$ cat config.mk
export PLATFORM = sky130hd
export DESIGN_NAME = mpu_operand_feeder
export DESIGN_NICKNAME = d
export VERILOG_FILES = /design/src/rtl/mpu_feeder_pkg.sv /design/src/rtl/mpu_row_buf.sv /design/src/rtl/mpu_operand_feeder.sv
export SDC_FILE = /design/constraint.sdc
export NUM_CORES = 1
export LEC_CHECK = 0
export ABC_CLOCK_PERIOD_IN_PS = 1780
export BUFFER_PORTS_ARGS = -buffer_cell sky130_fd_sc_hd__buf_2
export CAP_MARGIN = 10
export CELL_PAD_IN_SITES_DETAIL_PLACEMENT = 0
export CELL_PAD_IN_SITES_GLOBAL_PLACEMENT = 1
export CORE_AREA = 4 4 128 179
export DETAILED_ROUTE_END_ITERATION = 6
export DIE_AREA = 0 0 132 183
export PLACE_DENSITY = 0.79
export SYNTH_ARGS = -nofsm -noshare
export SYNTH_HDL_FRONTEND = slang
export SYNTH_SLANG_ARGS = --single-unit
$ cat constraint.sdc
create_clock -name clk -period 1.78 [get_ports clk]
set_input_delay 0.178 -clock clk [delete_from_list [all_inputs] [get_ports clk]]
set_output_delay 0.178 -clock clk [all_outputs]
set_load 0.005 [all_outputs]
$ cat src/rtl/mpu_feeder_pkg.sv
// Shared types and helpers for the MPU operand feeder: FSM state encoding,
// default-configuration widths and the cmd_k saturation helper.
package mpu_feeder_pkg;

  localparam int unsigned ML_DEF   = 2;
  localparam int unsigned EW_DEF   = 16;
  localparam int unsigned KMAX_DEF = 16;
  localparam int unsigned RW       = ML_DEF * EW_DEF;
  localparam int unsigned KW       = $clog2(KMAX_DEF + 1);

  typedef enum logic [2:0] {
    STARTUP,
    IDLE,
    FILL_C,
    WAKE,
    BURST_C,
    STREAM_AB
  } state_t;

  function automatic int unsigned clamp_k(input int unsigned k, input int unsigned kmax);
    return (k > kmax) ? kmax : k;
  endfunction

endpackage

$ cat src/rtl/mpu_row_buf.sv
// ml-entry C row buffer: rows written by slot pointer, read by slot pointer,
// full once every slot has been written since the last clear.
module mpu_row_buf #(
  parameter int ml = 2,
  parameter int RW = 32,
  localparam int PW = (ml > 1) ? $clog2(ml) : 1
) (
  input  logic          clk,
  input  logic          reset_n,
  input  logic          clr,
  input  logic          wr_en,
  input  logic [PW-1:0] wr_ptr,
  input  logic [RW-1:0] wr_data,
  input  logic [PW-1:0] rd_ptr,
  output logic [RW-1:0] rd_data,
  output logic          full
);

  logic [RW-1:0] mem [ml];
  logic [ml-1:0] held;

  always_ff @(posedge clk or negedge reset_n) begin
    if (!reset_n) begin
      mem  <= '{default: '0};
      held <= '0;
    end else if (clr) begin
      held <= '0;
    end else if (wr_en) begin
      mem[wr_ptr]  <= wr_data;
      held[wr_ptr] <= 1'b1;
    end
  end

  assign rd_data = mem[rd_ptr];
  assign full    = &held;

endmodule

$ cat src/rtl/mpu_operand_feeder.sv
// Upstream sequencer for shift_fsm: collects C rows, bursts them after a wake
// beat, then streams cmd_k A/B beats and pulses done.
module mpu_operand_feeder
  import mpu_feeder_pkg::*;
#(
  parameter int ml   = 2,
  parameter int EW   = 16,
  parameter int KMAX = 16,
  localparam int ROW_W = ml * EW,
  localparam int K_W   = $clog2(KMAX + 1)
) (
  input  logic             clk,
  input  logic             reset_n,
  input  logic             cmd_valid,
  output logic             cmd_ready,
  input  logic             cmd_ld_c,
  input  logic [K_W-1:0]   cmd_k,
  input  logic             c_in_valid,
  output logic             c_in_ready,
  input  logic [ROW_W-1:0] c_in_data,
  input  logic             ab_in_valid,
  output logic             ab_in_ready,
  input  logic [ROW_W-1:0] a_in_data,
  input  logic [ROW_W-1:0] b_in_data,
  output logic             c_valid,
  output logic [ROW_W-1:0] c_data,
  output logic             ab_valid,
  output logic [ROW_W-1:0] a_data,
  output logic [ROW_W-1:0] b_data,
  output logic             busy,
  output logic             done
);

  localparam int PW = (ml > 1) ? $clog2(ml) : 1;
  localparam logic [PW-1:0] LAST_ROW = PW'(ml - 1);

  state_t state, next_state;
  logic [PW-1:0]    su_cnt, wr_ptr, burst_cnt, rd_ptr;
  logic [K_W-1:0]   k_lat, k_sat, beat_cnt;
  logic             cmd_acc, wr_en, fill_last, burst_last, ab_acc, beat_last, full;
  logic [ROW_W-1:0] rd_data, c_data_d;
  logic             c_valid_d, done_d;

  mpu_row_buf #(.ml(ml), .RW(ROW_W)) u_row_buf (
    .clk     (clk),
    .reset_n (reset_n),
    .clr     (cmd_acc),
    .wr_en   (wr_en),
    .wr_ptr  (wr_ptr),
    .wr_data (c_in_data),
    .rd_ptr  (rd_ptr),
    .rd_data (rd_data),
    .full    (full)
  );

  assign k_sat       = K_W'(clamp_k(32'(cmd_k), KMAX));
  // Holding off during done keeps the next accept one cycle after the pulse.
  assign cmd_ready   = (state == IDLE) && !done;
  assign c_in_ready  = (state == FILL_C) && !full;
  assign ab_in_ready = (state == STREAM_AB);
  assign busy        = (state != IDLE);
  assign cmd_acc     = cmd_valid && cmd_ready;
  assign wr_en       = c_in_valid && c_in_ready;
  assign ab_acc      = ab_in_valid && ab_in_ready;
  assign fill_last   = wr_en && (wr_ptr == LAST_ROW);
  assign burst_last  = (burst_cnt == LAST_ROW);
  assign beat_last   = (beat_cnt == k_lat - 1'b1);

  always_ff @(posedge clk or negedge reset_n) begin
    if (!reset_n) state <= STARTUP;
    else          state <= next_state;
  end

  always_comb begin
    next_state = state;
    case (state)
      STARTUP:   if (su_cnt == LAST_ROW) next_state = IDLE;
      IDLE: begin
        if (cmd_acc) begin
          if (cmd_ld_c)        next_state = FILL_C;
          else if (k_sat != 0) next_state = STREAM_AB;
        end
      end
      FILL_C:    if (fill_last) next_state = WAKE;
      WAKE:      next_state = BURST_C;
      BURST_C:   if (burst_last) next_state = (k_lat != 0) ? STREAM_AB : IDLE;
      STREAM_AB: if (ab_acc && beat_last) next_state = IDLE;
      default:   next_state = STARTUP;
    endcase
  end

  // Next-cycle values for the registered outputs: each C beat is prepared in
  // the cycle before the state it belongs to, so it shows during that state.
  always_comb begin
    c_valid_d = 1'b0;
    c_data_d  = '0;
    done_d    = 1'b0;
    rd_ptr    = '0;
    case (state)
      IDLE:      done_d = cmd_acc && !cmd_ld_c && (k_sat == 0);
      FILL_C:    c_valid_d = fill_last;
      WAKE: begin
        c_valid_d = 1'b1;
        c_data_d  = rd_data;
      end
      BURST_C: begin
        rd_ptr    = burst_cnt + 1'b1;
        c_valid_d = !burst_last;
        c_data_d  = rd_data;
        done_d    = burst_last && (k_lat == 0);
      end
      STREAM_AB: done_d = ab_acc && beat_last;
      default: ;
    endcase
  end

  always_ff @(posedge clk or negedge reset_n) begin
    if (!reset_n) begin
      su_cnt    <= '0;
      wr_ptr    <= '0;
      burst_cnt <= '0;
      beat_cnt  <= '0;
      k_lat     <= '0;
    end else begin
      if (state == STARTUP) su_cnt <= su_cnt + 1'b1;
      if (cmd_acc) begin
        k_lat     <= k_sat;
        wr_ptr    <= '0;
        burst_cnt <= '0;
        beat_cnt  <= '0;
      end
      if (wr_en)              wr_ptr    <= wr_ptr + 1'b1;
      if (state == BURST_C)   burst_cnt <= burst_cnt + 1'b1;
      if (ab_acc)             beat_cnt  <= beat_cnt + 1'b1;
    end
  end

  always_ff @(posedge clk or negedge reset_n) begin
    if (!reset_n) begin
      c_valid  <= 1'b0;
      c_data   <= '0;
      ab_valid <= 1'b0;
      a_data   <= '0;
      b_data   <= '0;
      done     <= 1'b0;
    end else begin
      c_valid  <= c_valid_d;
      ab_valid <= ab_acc;
      done     <= done_d;
      if (c_valid_d) c_data <= c_data_d;
      if (ab_acc) begin
        a_data <= a_in_data;
        b_data <= b_in_data;
      end
    end
  end

endmodule

After elaboration in Yosys (flattened, before gate mapping)
Index checks and enable logic that the tools add are counted.
{ "totals": {"regBits": 181, "inputBits": 107, "output_inout_bits": 103, "word_cells": 100} }
{ "classes": {"addsub": 5, "order_cmp": 6, "eq_ne": 13, "mux": 29, "bitwise": 4, "n_reduce_logical": 28} }
{ "op_table": {"columns": ["cell", "n"], "rows": [
  ["32-bit two-way mux", 5],
  ["64-bit bitwise mux", 1],
  ["32-bit demux with 1-bit select", 1],
  ["3-bit two-way mux", 8],
  ["3-bit case mux with 6 select lines", 1],
  ["5-bit two-way mux", 3],
  ["1-bit logical AND", 12],
  ["5-bit logical NOT", 2],
  ["5-bit nonzero test", 2],
  ["2-bit inequality test, second input constant", 4],
  ["3-bit by 2-bit equality test with 1-bit output, second input constant", 2],
  ["3-bit equality test, second input constant", 2],
  ["1-bit case mux with 3 select lines", 2],
  ["6-bit AND reduction", 1],
  ["2-bit nonzero test", 3],
  ["5-bit by 1-bit adder with 5-bit output, second input constant", 1],
  ["5-bit equality test", 1],
  ["5-bit greater-than comparator, second input constant", 1],
  ["1-bit two-way mux", 5],
  ["5-bit by 1-bit subtractor with 5-bit output, second input constant", 1],
  ["2-bit greater-or-equal comparator, second input constant", 2],
  ["1-bit logical NOT", 4],
  ["2-bit two-way mux", 2],
  ["1-bit NOT with 2-bit output", 2],
  ["other kinds (14)", 17]
]} }

Depth between registers and ports, before layout
Gate-level depths: netlist (run 1).
{ "depth": {"word_depth": 7, "mapped_depth": 8, "depth_no_buf": 7} }

By module
Synthesis (run 1) repeated with hierarchy kept, for this count alone.
{ "unflattened": {"hier_cells": 707, "area_unflattened_um2": 7643.6} }
{ "modules_own_cells": {"columns": ["module", "instances", "cells_each", "area_each_um2", "seq_area_each_um2"], "rows": [
  ["mpu_operand_feeder", 1, 527, 4783.3, 2877.8],
  ["mpu_row_buf", 1, 180, 2860.2, 1651.6]
]} }

Worst setup path before layout (run 1)
OpenSTA, ideal clock, no wires.
{ "synth_timing": {"kind": "register to register", "startpoint": "register state[2]", "endpoint": "register u_row_buf.mem[35] (netlist name)", "setup_ns": 0.125, "t_arrival_ns": 1.678, "required_time_ns": 1.655, "slack_ns": -0.023, "path_stages_with_launch": 8, "path_buffers": 3, "period_less_slack_ns": 1.803, "cell_sequence": "dfrtp_1 > buf_2 > nor2_1 > and4_1 > nor2b_1 > buf_2 > buf_2 > mux2_2"} }
{ "synth_between": {"elab_chain_len": 5, "elab_cells_between_ends": 8, "cone_classes": "eq/ne (2); bitwise (1); reduce/logical (5)"} }
{ "synth_rtl": {"columns": ["element", "line_no", "rtl"], "rows": [
  ["from (decl)", "mpu_operand_feeder.sv:37", "state_t state, next_state;"],
  ["from (signal assigned)", "mpu_operand_feeder.sv:71", "else state <= next_state;"],
  ["3-bit by 1-bit equality test with 1-bit output", "mpu_operand_feeder.sv:58", "assign cmd_ready = (state == IDLE) && !done;"],
  ["1-bit logical AND", "mpu_operand_feeder.sv:58", null],
  ["1-bit logical AND", "mpu_operand_feeder.sv:62", "assign cmd_acc = cmd_valid && cmd_ready;"],
  ["1-bit NOT (no line)", null, null],
  ["2-bit AND reduction (no line) (*)", null, null],
  ["to (signal, indexed assignment)", "mpu_row_buf.sv:29", "mem[wr_ptr] <= wr_data;"],
  ["to (decl)", "mpu_row_buf.sv:19", "logic [RW-1:0] mem [ml];"]
]} }
Every way passes the cells marked *; elsewhere a longest branch is shown, timed or not.
A chain may end at the register's enable or synchronous reset.

Worst setup path in the final report (run 1)
{ "layout_timing": {"startpoint": "register state[0]", "endpoint": "register c_data[7]"} }
{ "layout_between": {"elab_chain_len": 7, "elab_cells_between_ends": 14, "cone_classes": "eq/ne (3); mux (6); bitwise (1); reduce/logical (4)"} }
{ "layout_rtl": {"columns": ["element", "line_no", "rtl"], "rows": [
  ["3-bit equality test", "mpu_operand_feeder.sv:99", "case (state)"],
  ["1-bit two-way mux", "mpu_operand_feeder.sv:99", null],
  ["1-bit NOT with 2-bit output (implied by the code)", "mpu_row_buf.sv:34", "assign rd_data = mem[rd_ptr];"],
  ["32-bit two-way mux (implied by the code) (3 in series)", "mpu_row_buf.sv:34", null],
  ["32-bit two-way mux", "mpu_operand_feeder.sv:99", null],
  ["to (signal assigned)", "mpu_operand_feeder.sv:150", "if (c_valid_d) c_data <= c_data_d;"],
  ["to (decl)", "mpu_operand_feeder.sv:26", "output logic [ROW_W-1:0] c_data,"]
]} }
Several ways; a longest one is shown, not always the timed one. The select of a mux whose other input is x is not followed.

==> results of run 1 <==
-- power groups by stage --
stage	Sequential, mW	Combinational [mW]	Clock [mW]
floorplan	6.82	3.40	0
global placement	6.85	5.60	0
detailed placement	6.89	5.74	0
CTS	6.85	5.92	3.64
global route	7.10	6.69	3.78
finish	6.85	5.97	3.50
-- final cells by class --
class	count	area share, %
clock buffer	19	4.213
clock inverter	13	0.9403
inverter	8	0.2856
multi-input combinational	414	25.32
sequential	181	43.08
tap	260	3.094
timing repair buffer	338	23.07
-- worst paths after layout --
check                      startpoint          endpoint  depth (start not counted)
setup / recovery             state[0]         c_data[7]                          6
setup reg to reg             state[0]         c_data[7]                          6
hold / removal               cmd_k[0]          k_lat[0]                          3
min in group asynchronous     reset_n  u_row_buf.mem[2]                          2
max in group asynchronous     reset_n        a_data[10]                          3
hold reg to reg            a_data[14]        a_data[14]                          2
-- worst max-delay path, cell delays in order (launching register included) --
cell and delay [ns]:
dfrtp_1 0.42, or3b_4 0.46, nor2_8 0.15, a21oi_4 0.04, and2_4 0.19, clkbuf_16 0.19, o2bb2ai_1 0.13
-- Yosys cell counts --
cell type,instances
buf_2,13
nor2_8,1
a21oi_1,6
buf_6,4
o311ai_0,1
o2bb2ai_1,32
o31a_1,1
or3b_2,1
and3b_1,2
a211o_1,1
nor2_1,6
a41oi_1,1
or3b_4,1
nor2b_1,5
a31oi_1,1
and2_1,1
a22o_1,1
a21oi_2,1
buf_4,3
and4_1,1
nand2_1,210
nor3_1,4
xnor2_1,5
o21bai_1,1
inv_1,7
dfrtp_1,181
a211oi_1,1
clkinv_1,1
o21ai_0,13
a21o_1,2
ha_1,2
mux2i_1,33
nand4_1,2
o211ai_1,1
mux2_2,65
nand3_1,3
buf_1,1
nand2b_1,5
xor2_1,3
nor4_1,1
clkbuf_1,13
-- state kept, by name, summed over array words and instances (netlist names) --
name	flops
c_valid	1
beat_cnt	5
wr_ptr	1
su_cnt	1
ab_valid	1
u_row_buf.mem	64
c_data	32
a_data	32
burst_cnt	1
u_row_buf.held	2
k_lat	5
done	1
b_data	32
state	3
-- per-stage QoR --
step | utilization [%] | hold slack (ns) | std cells | area (um^2)
after floorplan | - | -0.1176 | 637 | 7387
after global placement | 42.13 | 0.1045 | 1100 | 8934
after detailed placement | 42.13 | 0.1087 | 1100 | 8934
after CTS | 49.36 | 0.0002237 | 1231 | 10470
after global routing | 49.58 | 0.008758 | 1233 | 10510
final | 49.58 | 0.02152 | 1233 | 10510
-- kinds of logic (layout without fill, tap and decap cells) --
kind of cell | Yosys count | after routing | share of synthesized area [%]
multiplexers | 98 | 98 | 14.41
XOR/XNOR | 8 | 8 | 0.9503
buffers and inverters | 42 | 378 | 2.919
flip-flops | 181 | 181 | 61.43
AND/OR/NAND/NOR | 243 | 243 | 13.56
AO/OA/AOI/OAI | 63 | 63 | 6.398
adder cells (fa/ha/maj) | 2 | 2 | 0.3393
-- timing repair --
action / in CTS / in global routing
setup endpoints to repair: 3 / 36
resized for setup: 1 / 6
hold buffers: 98 / 0
endpoints found under the hold margin: 170 / 0
setup buffers: 2 / 1
cloned: 0 / 1
pin swaps: 1 / 2
-- per-layer routing --
| layer | vias up | track usage, % |
|---|---|---|
| met5 | - | 0 |
| met4 | 2 | 5.254 |
| met3 | 24 | 4.336 |
| met2 | 166 | 27.13 |
| met1 | 2761 | 18.68 |
| li1 | 2786 | - |
==> results by group, run 1 <==
Logic synthesis
  • Avg Cell Area, Syn: 11.58 um^2
  • Synthesized instance count: 637
  • Post-synth cell types: 41
  • Syn_nets: 746
  • Register area share after synthesis: 61.43%
  • #FFs+latches synth: 181
  • Top cell type's share of synthesized area: 61.43%
  • YS warnings: 0
  • Synth area leaders: dfrtp_1 (61%), nand2_1 (11%), mux2_2 (9.9%), mux2i_1 (4.5%), o2bb2ai_1 (3.8%)
  • Mapped Area: 7373 um^2
  • Most area-hungry cell type in the Yosys netlist: dfrtp_1

Timing
  • Max-Slew Margin vs Limit: 72.33%
  • Final hold vios: 0
  • Fin crit period: 1.709 ns
  • Least-Margin Pin Slew: 0.4151 ns
  • Peak Freq: 0.5852 GHz
  • Final Worst Setup Slack: 0.07117 ns
  • RSZ-0062 raised after global routing: true
  • Fin crit share: 96.00%
  • Accumulated negative setup slack: 0 ns
  • Skew final: 0.008044 ns
  • Final Max Slew Viols: 0
  • Final setup viols: 0

Clock tree
  • Clock sinks: 181
  • Clock transition at path regs: 0.07 ns
  • Clock Tree Buf Depth: 2
  • Cts bufs inserted: 17
  • H-tree Lvls: 4
  • Clock Latency Late Sink: 0.43 ns
  • Root Buffer: clkbuf_16
  • CTS tree: yes

Critical path
  • Worst EP arrival: 2.01 ns
  • Critical Path RT: 2.08 ns
  • Setup CP Type: reg2reg
  • Reg2reg setup slack: 0.07 ns
  • Startpoint types: flip-flop
  • CP Max Fanout: 16
  • Kind of end point of the critical path: flip-flop

Global routing
  • Total GRT Usage: 15.59%
  • Grt ovf: 0
  • Largest net degree at the start of global routing: 69
  • Initial antenna violation count: 1
  • First-pass GRT wire length: 30.61 mm
  • Vias in the first global route: 6,081

Detailed routing
  • Vias after detailed routing: 5,739
  • Met3 wire length: 991 um
  • DR WL/cell: 14.96 um
  • Routed vias/inst: 4.655
  • WL met1: 7.801 mm
  • Drt first pass iters: 6
  • DR top layer: met5
  • Total Wirelength: 18.45 mm
  • Post-route ant nets: 0
  • # DRC: 0
  • 1st-iter DRT viols: 274
  • Routed wl met2: 9.323 mm

Power
  • Flop pwr share: 42.0%
  • Pwr Density: 1552 nW/um^2
  • Switching Share: 33.73%
  • Leakage: 5.388 nW
  • Sw Pwr: 5.503 mW
  • Total Power: 16.31 mW
  • Combinational Power Share: 36.6%
  • Internal power: 10.81 mW
  • Maximum vdd drop: 629.5 uV
  • Clock power frac: 21.4%

Run status
  • Status: finished clean

Floorplan
  • I/O pin count: 210
  • Die H: 183 um
  • Initial core utilization: 34.77%
  • Core Rows: 63
  • Die Wd: 132 um
  • Die area: 24,160 um^2
  • Core area: 21,200 um^2

Placed design
  • Pre-CTS setup slack: 0.02291 ns
  • Final HPWL DP: 12.06 mm
  • GPL Wtd Cong: 0.7964
  • I/O Buffers: 209

Min path
  • Hold/Removal Path Class: in2reg

Run
  • Max cap viols: 0

Finish
  • Most frequent cells in the layout: nand2_1 (208), buf_2 (208), dfrtp_1 (181)
  • Fillers: 1,885
  • Layout Nets: 1,069
  • # diodes: 0
  • Area growth syn-to-layout: 42.58%
  • Fraction of layout cells with a size suffix above 1: 35.66%
  • Storage cell area: 4529 um^2
  • Multi-input logic area: 2661 um^2
(Power assumes the default switching activity.)
==> run 2, diff against run 1 <==
Settings changed: ABC_CLOCK_PERIOD_IN_PS 1780 to 1950, PLACE_DENSITY 0.79 to 0.76.
Clock period 1.78 ns to 1.95 ns, I/O delays scaled along.
==> run 2 against run 1 <==
  * Sequential share of layout area is 0.85 points higher
  * Worst hold slack gained 0.0066 ns
  * Register-to-register slack improved by 0.06 ns
  * Clock skew is 0.0017 ns lower
  * Cell count fell by 1.8%
  * Routed wire length decreased by 2.8%
  * Largest power group unchanged
==> results by group, run 2 (synthesis results as in run 1) <==
Placed design
  • I/O Buffers: 209 (unchanged)
  • Final HPWL DP: 11.77 mm (-2.4%)
  • GPL Wtd Cong: 0.7718 (-3.1%)

Global routing
  • Total GRT Usage: 15.49% (-0.11 points)
  • Grt ovf: 0 (unchanged)
  • Initial antenna violation count: 1 (unchanged)
  • Largest net degree at the start of global routing: 69 (unchanged)
  • First-pass GRT wire length: 30.39 mm (-0.70%)
  • Vias in the first global route: 5,871 (-3.5%)

Power
  • Leakage: 5.285 nW (-1.9%)
  • Maximum vdd drop: 566.0 uV (-10%)
  • Total Power: 14.78 mW (-9.4%)
  • Pwr Density: 1434 nW/um^2 (-7.6%)

Finish
  • Fillers: 1,923 (+2.0%)
  • # diodes: 0 (unchanged)
  • Largest register FFs: 64 (unchanged)
  • Most frequent cells in the layout: nand2_1 (209), buf_2 (208), dfrtp_1 (181)
  • Register with the most flip-flops: u_row_buf.mem
  • Area growth syn-to-layout: 39.83%
  • Layout Nets: 1,047 (-2.1%)
  • Fraction of layout cells with a size suffix above 1: 34.60% (-1.1 points)
  • Commonest non-fill, non-tap cell in the layout: nand2_1
  • Util after Layout: 48.62% (-0.96 points)

Floorplan
  • Die Wd: 132 um (unchanged)
  • Die H: 183 um (unchanged)
  • Core Rows: 63 (unchanged)
  • I/O pin count: 210 (unchanged)
  • Core area: 21,200 um^2 (unchanged)
  • Initial core utilization: 34.77% (unchanged)
  • Die area: 24,160 um^2 (unchanged)

Critical path
  • Reg2reg setup slack: 0.13 ns (+0.06 ns)
  • Startpoint types: flip-flop
  • Worst EP arrival: 1.64 ns (-0.37 ns)
  • CP Max Fanout: 5 (-11)
  • Kind of end point of the critical path: primary output
  • Setup CP Type: reg2out
  • Critical Path RT: 1.75 ns (-0.33 ns)

Clock tree
  • Clock Latency Late Sink: 0.43 ns (about the same)
  • Clock Tree Buf Depth: 2 (unchanged)
  • Clock transition at path regs: 0.07 ns (about the same)
  • H-tree Lvls: 4 (unchanged)
  • Cts bufs inserted: 17 (unchanged)
  • Clock sinks: 181 (unchanged)
  • Root Buffer: clkbuf_16
  • CTS tree: yes

Run
  • Max cap viols: 0 (unchanged)

Timing
  • Accumulated negative setup slack: 0 ns (unchanged)
  • Final hold vios: 0 (unchanged)
  • Least-Margin Pin Slew: 0.4835 ns (+0.06835 ns)
  • Fin crit period: 1.836 ns
  • Fin crit share: 94.13%
  • RSZ-0062 raised after global routing: false
  • Peak Freq: 0.5448 GHz
  • Final Max Slew Viols: 0 (unchanged)
  • Hold WS: 0.02817 ns (+0.006650 ns)
  • Skew final: 0.006336 ns (-0.001709 ns)
  • Max-Slew Margin vs Limit: 67.77% (-4.6 points)
  • Final setup viols: 0 (unchanged)

Detailed routing
  • DR WL/cell: 14.81 um (-1.0%)
  • Vias after detailed routing: 5,631 (-1.9%)
  • Post-route ant nets: 0 (unchanged)
  • Routed wl met2: 9.101 mm (-2.4%)
  • Routed vias/inst: 4.650 (about the same)
  • DR top layer: met5
  • Drt first pass iters: 4 (-2)
  • Total Wirelength: 17.94 mm (-2.8%)
  • 1st-iter DRT viols: 219 (-20%)
  • Met3 wire length: 932 um (-6.0%)
  • # DRC: 0 (unchanged)
  • WL met1: 7.629 mm (-2.2%)

Run status
  • Status: finished clean

Min path
  • Hold/Removal Path Class: in2reg
[run 2: worst max-delay path, cell delays in order, from the launching register on]
cell and delay (ns):
dfrtp_1 0.44, or3b_2 0.55, nor2_1 0.11, buf_2 0.11
[run 2: power by group]
group	internal, mW	switching [mW]
clock	1.93	1.56
sequential	5.35	0.903
combinational	2.56	2.48
total	9.84	4.94
[run 2: cell type report]
| class | instances | area, um^2 | area share (%) |
|---|---|---|---|
| repair buffers | 316 | 2181 | 21.15 |
| clock buffers | 18 | 429.2 | 4.163 |
| clock inverters | 14 | 168.9 | 1.638 |
| multi-input cells | 414 | 2646 | 25.67 |
| well taps | 260 | 325.3 | 3.155 |
| flip-flops and latches | 181 | 4529 | 43.93 |
| inverters | 8 | 30.03 | 0.2913 |
[run 2: what timing repair did]
| action | in CTS | in global routing |
|---|---|---|
| hold buffers | 90 | 0 |
| hold endpoints to repair | 153 | 0 |
| gates resized for setup | 0 | 1 |
| endpoints found under the setup margin | 0 | 1 |
| buffers inserted | 0 | 0 |
[run 2: path summary, 6_finish.rpt]
kind                                    from                 to  cells after the start
worst max register to register      state[0]  u_row_buf.mem[56]                      5
worst min-delay path            c_in_data[4]   u_row_buf.mem[4]                      2
min in group asynchronous            reset_n   u_row_buf.mem[3]                      2
worst min register to register        su_cnt             su_cnt                      1
max in group asynchronous            reset_n         a_data[28]                      3
worst max-delay path                state[1]          cmd_ready                      3
[run 2: metrics by stage]
stage          std cells  worst slack [ns]  cell area [um^2]
6_report            1211            0.1144             10310
5_1_grt             1211          0.009980             10310
4_1_cts             1211           0.08154             10310
3_5_place_dp        1089            0.1189              8811
3_3_place_gp        1089            0.1342              8811
2_1_floorplan        637            0.1475              7373
[run 2: layer usage]
metal,vias to the layer above,global-route usage (%)
met2,141,26.92
li1,2750,-
met5,-,0
met4,2,5.002
met1,2719,18.68
met3,19,4.281
